**src/rtl/xcorr_sync_ctrl.sv**
```systemverilog
// Sync-pattern search controller: slides received bits through an NDATA-bit window,
// drives an external xcorr_proc, and reports the first threshold hit or a timeout.
module xcorr_sync_ctrl #(
    parameter int NDATA     = 128,
    parameter int TIMEOUT   = 1024,
    parameter int NDATA_LOG = $clog2(NDATA),
    parameter int CNT_W     = $clog2(TIMEOUT + 1)
) (
    input  logic                 clk,
    input  logic                 rst,
    input  logic                 start,
    input  logic                 abort,
    input  logic [NDATA-1:0]     pattern,
    input  logic [NDATA_LOG:0]   threshold,
    input  logic                 bit_valid,
    input  logic                 bit_in,
    output logic [NDATA-1:0]     xc_dinA,
    output logic [NDATA-1:0]     xc_dinB,
    input  logic [NDATA_LOG:0]   xc_score,
    output logic                 busy,
    output logic                 found,
    output logic                 timeout,
    output logic [NDATA_LOG:0]   peak_score,
    output logic [CNT_W-1:0]     peak_offset,
    output logic [CNT_W-1:0]     hit_offset
);

    typedef enum logic [1:0] {
        IDLE,
        FILL,
        SEARCH
    } state_t;

    localparam logic [CNT_W-1:0] NDATA_C   = CNT_W'(NDATA);
    localparam logic [CNT_W-1:0] TIMEOUT_C = CNT_W'(TIMEOUT);

    state_t               state;
    logic [NDATA-1:0]     win;
    logic [NDATA-1:0]     pat_q;
    logic [NDATA_LOG:0]   thr_q;
    logic [CNT_W-1:0]     cnt;
    logic                 eval;

    logic                 accept;
    logic [CNT_W-1:0]     cnt_nxt;
    logic                 hit;
    logic                 last;
    logic                 first_eval;

    // Bits beyond TIMEOUT are refused so the counter can never wrap.
    assign accept     = bit_valid && (state != IDLE) && (cnt != TIMEOUT_C);
    assign cnt_nxt    = cnt + CNT_W'(1);
    assign hit        = (xc_score >= thr_q);
    assign last       = (cnt == TIMEOUT_C);
    assign first_eval = (cnt == NDATA_C);

    assign xc_dinA = pat_q;
    assign xc_dinB = win;

    always_ff @(posedge clk or posedge rst) begin
        if (rst) begin
            state       <= IDLE;
            win         <= '0;
            pat_q       <= '0;
            thr_q       <= '0;
            cnt         <= '0;
            eval        <= 1'b0;
            busy        <= 1'b0;
            found       <= 1'b0;
            timeout     <= 1'b0;
            peak_score  <= '0;
            peak_offset <= '0;
            hit_offset  <= '0;
        end else begin
            found   <= 1'b0;
            timeout <= 1'b0;
            case (state)
                IDLE: begin
                    if (start) begin
                        pat_q       <= pattern;
                        thr_q       <= threshold;
                        win         <= '0;
                        cnt         <= '0;
                        eval        <= 1'b0;
                        peak_score  <= '0;
                        peak_offset <= '0;
                        hit_offset  <= '0;
                        busy        <= 1'b1;
                        state       <= FILL;
                    end
                end
                default: begin
                    if (abort) begin
                        eval  <= 1'b0;
                        busy  <= 1'b0;
                        state <= IDLE;
                    end else begin
                        eval <= 1'b0;
                        if (accept) begin
                            win  <= {win[NDATA-2:0], bit_in};
                            cnt  <= cnt_nxt;
                            eval <= (cnt_nxt >= NDATA_C);
                            if (state == FILL && cnt_nxt == NDATA_C) begin
                                state <= SEARCH;
                            end
                        end
                        if (eval) begin
                            // The first evaluated window always seeds the peak, even at score 0.
                            if (first_eval || xc_score > peak_score) begin
                                peak_score  <= xc_score;
                                peak_offset <= cnt;
                            end
                            if (hit) begin
                                found      <= 1'b1;
                                hit_offset <= cnt;
                                eval       <= 1'b0;
                                busy       <= 1'b0;
                                state      <= IDLE;
                            end else if (last) begin
                                timeout <= 1'b1;
                                eval    <= 1'b0;
                                busy    <= 1'b0;
                                state   <= IDLE;
                            end
                        end
                    end
                end
            endcase
        end
    end

endmodule

```
**config.mk**
```make
export PLATFORM = sky130hd
export DESIGN_NAME = xcorr_sync_ctrl
export DESIGN_NICKNAME = d
export VERILOG_FILES = /design/src/rtl/xcorr_sync_ctrl.sv
export SDC_FILE = /design/constraint.sdc
export NUM_CORES = 1
export LEC_CHECK = 0
export CAP_MARGIN = 20
export CORE_AREA = 2 2 170 172
export CTS_CLUSTER_DIAMETER = 80
export DETAILED_ROUTE_END_ITERATION = 8
export DIE_AREA = 0 0 172 174
export DONT_BUFFER_PORTS = 1
export PLACE_DENSITY = 0.63
export SETUP_SLACK_MARGIN = 0.2
export SLEW_MARGIN = 20
export SYNTH_ARGS = -nofsm -noshare
export SYNTH_HDL_FRONTEND = slang
export SYNTH_SLANG_ARGS = --single-unit
export TNS_END_PERCENT = 5
```
**constraint.sdc**
```tcl
create_clock -name clk -period 12.1 [get_ports clk]
set_input_delay 1.815 -clock clk [delete_from_list [all_inputs] [get_ports clk]]
set_output_delay 1.815 -clock clk [all_outputs]
set_load 0.01 [all_outputs]
```
==> qor.csv <==
stage,metric,value,unit
run_status,status,completed,
clock_network,cts_num_sinks,311,
synthesis,synth_seq_cells,311,
placed_design,gp_congestion,0.807,
setup_path,ff2ff_path_depth,9,
power,power_leakage,7.43,nW
grt,met1_usage,25.7,%
die,start_util,45.3,%
detailed_routing,num_vias,9218,
clock_network,cts-resized-gates,0,
setup_path,worst_setup_path_start_kind,input port,
grt,grt.overflow.total,0,
synthesis,synth_xor_area_share,0.205,%
synthesis,syn_area,12800,µm²
job,cap_violations,0,
die,core,28200,µm²
sta,worst_slew_pin_slew,1040,ps
grt,track_usage,20.9,%
die,die_y,174,µm
synthesis,synth-compound-area-share,2.61,%
synthesis,syn_inst,1413,
detailed_routing,wl,31.9,mm
setup_path,worstPathRequired,12510,ps
die,rows,62,
detailed_routing,drc,0,
synthesis,synthAdderAreaFrac,1.86,%
worst_hold_path,min-delay-start,thr_q[0]$_DFFE_PP0P_,
detailed_routing,post_drt_wl_per_cell,17.9,µm
sta,finalCriticalPeriod,3470,ps
setup_path,rrSetupSlack,9090,ps
detailed_routing,ant_nets,0,
clock_network,cts_tree,done,
synthesis,synth.area.mux_share,2.51,%
worst_hold_path,hold_end,thr_q[0]$_DFFE_PP0P_,
finish,drive_above_1_share,6.31,%
synthesis,yosysWarnings,0,
power,ir_drop,0.104,mV
clock_network,clock_path_buffers,3,
clock_network,h-tree-depth,2,
detailed_routing,drtIter0Drc,652,
grt,grt_util_met3,6.90,%
power,total_power,0.00253,W
synthesis,synth_nets,1582,
setup_path,crit_arrival,3880,ps
placed_design,dpl.hpwl,21.0,mm
sta,finalCritPeriodShare,28.7,%
setup_path,critPathKind,input port to register,
detailed_routing,drt_pass1_iterations,5,
worst_hold_path,hold_depth,2,
die,dieArea,29900,µm²
die,die_x,172,µm
sta,clock_skew,15.4,ps
setup_path,reg2reg_from,cnt[1]$_DFFE_PP0P_,
finish,final_nets,1538,
sta,fmax,288,MHz
clock_network,cts_made_buffers,34,
clock_network,root_buffer,clkbuf_16,
clock_network,cts_setup_buffers,0,
sta,fin_ws,8630,ps
synthesis,synth_ff_type,dfrtp_1,
sta,slew_headroom,30.4,%
sta,finalSetupViolCount,0,
clock_network,clock_latency,500,ps
worst_hold_path,min_path_type,register to register,
synthesis,ys_seq_area_share,60.8,%
sta,fin_setup_tns,0,ps
sta,rsz0062_at_grt,false,
grt,grt_max_degree,104,
detailed_routing,viasPerCell,5.18,
grt,grt_util_met2,33.7,%
synthesis,yosysUniqueCellTypes,50,
setup_path,critPathCaptureType,register,
synthesis,async_flop_share,100,%
clock_network,clkTransAtPathRegs,60,ps
grt,grt_pass1_vias,9244,
synthesis,synth_area_per_cell,9.06,µm²
clock_network,postCtsHoldBufs,0,
synthesis,synth_top_family_by_area,simple AND/OR/NAND/NOR gates,
sta,slew_violations,0,
setup_path,critPathMaxFanout,79,
grt,busiest_layer,met2,
die,io-pin-count,439,
placed_design,pre_cts_slack,8080,ps
setup_path,reg2reg_to,cnt[5]$_DFFE_PP0P_,
grt,grt_pass1_wl,50.0,mm
sta,finalHoldViolations,0,
grt,antenna_found_initial,1,
power,p_per_area,179,nW/µm²
placed_design,place.port_buffers,0,
synthesis,synth_edf_count,0,
synthesis,synth-simple-area-share,28.2,%
finish,area_growth,10.4,%
[cells by family after synthesis]
kind of cell / Yosys count
AND/OR/NAND/NOR: 887
flip-flops: 311
buffers and inverters: 110
AO/OA/AOI/OAI: 52
multiplexers: 31
adder cells (fa/ha/maj): 19
XOR/XNOR: 3
[synth_stat cells (all sizes together), types with 3 or more instances]
cell type,number,area [µm²]
and2,4,25.0
nor4,3,25.0
mux2i,22,220
nand3,139,701
nand2,703,2640
nor3,3,20.0
clkbuf,47,178
ha,19,238
o31ai,5,42.5
nor2,22,85.1
inv,21,78.8
buf,42,234
nand4,3,18.8
mux2,9,101
a21oi,7,46.3
o21ai,24,120
dfrtp,311,7780
[how the worst max path moves through the flow]
stage | from | end | slack (ps) | depth (start not counted)
4_1_cts | abort | cnt[3]$_DFFE_PP0P_ | 8610 | 6
2_1_floorplan | rst | busy$_DFFE_PP0P_ | 1680 | 1
5_1_grt | abort | cnt[3]$_DFFE_PP0P_ | 8410 | 6
6_report | abort | cnt[3]$_DFFE_PP0P_ | 8630 | 6
3_5_place_dp | abort | cnt[3]$_DFFE_PP0P_ | 8080 | 6
3_3_place_gp | abort | cnt[3]$_DFFE_PP0P_ | 8080 | 6
[where the power goes]
| part | internal, W | switching [W] |
|---|---|---|
| Sequential | 0.00114 | 0.000123 |
| Clock | 0.000649 | 0.000410 |
| Combinational | 0.0000590 | 0.000149 |
[stage by stage]
step	instances	area (µm²)	hold WS [ps]	util, %
2_1_floorplan	1413	12800	450	-
3_3_place_gp	1717	13000	508	45.9
3_5_place_dp	1717	13000	507	45.9
4_1_cts	1778	14100	522	50.1
5_1_grt	1779	14100	555	50.1
6_report	1779	14100	526	50.1
[registers in the layout, summed over array words and instances, names as in the netlist]
register and count:
busy 1, cnt 11, eval 1, found 1, hit_offset 11, peak_offset 11
peak_score 8, state 2, thr_q 8, timeout 1, xc_dinA 128, xc_dinB 128
[critical path, stage by stage]
cell and delay (ps):
nor2_1 240, and3_4 660, buf_4 720, and2_0 220, o21ai_1 60, o31ai_1 80
[routing by layer]
layer / wire, µm / part of all wire, %
met2: 15200 / 48
met1: 12500 / 39
met3: 2940 / 9.2
met4: 1270 / 4.0
met5: 0 / 0
[placed cells by master (no fill, tap or decap), drive strengths merged, types with 2 or more instances in the layout]
cell type,instances
nand2,703
nor4,3
nand4,3
clkinvlp,2
nand3,139
or2,2
a21oi,7
xnor2,2
clkinv,5
and2,4
o21ai,24
o32ai,2
clkbuf,52
nand4b,2
mux2,9
nor2,22
mux2i,22
ha,19
nor3,3
o21a,2
inv,21
nor2b,2
o22ai,2
o31ai,5
bufinv,2
buf,9
dfrtp,311
o2111ai,2
a31oi,2
[layout make-up]
type | instances | area, µm²
clock buffers | 52 | 1060
inverters | 21 | 86.3
repair buffers | 9 | 67.6
flip-flops and latches | 311 | 7780
multi-input cells | 992 | 4550
fillers | 2618 | 14100
well taps | 384 | 480
diodes | 1 | 2.50
clock inverters | 9 | 104
Note: power is estimated with default switching activity, not from simulation.
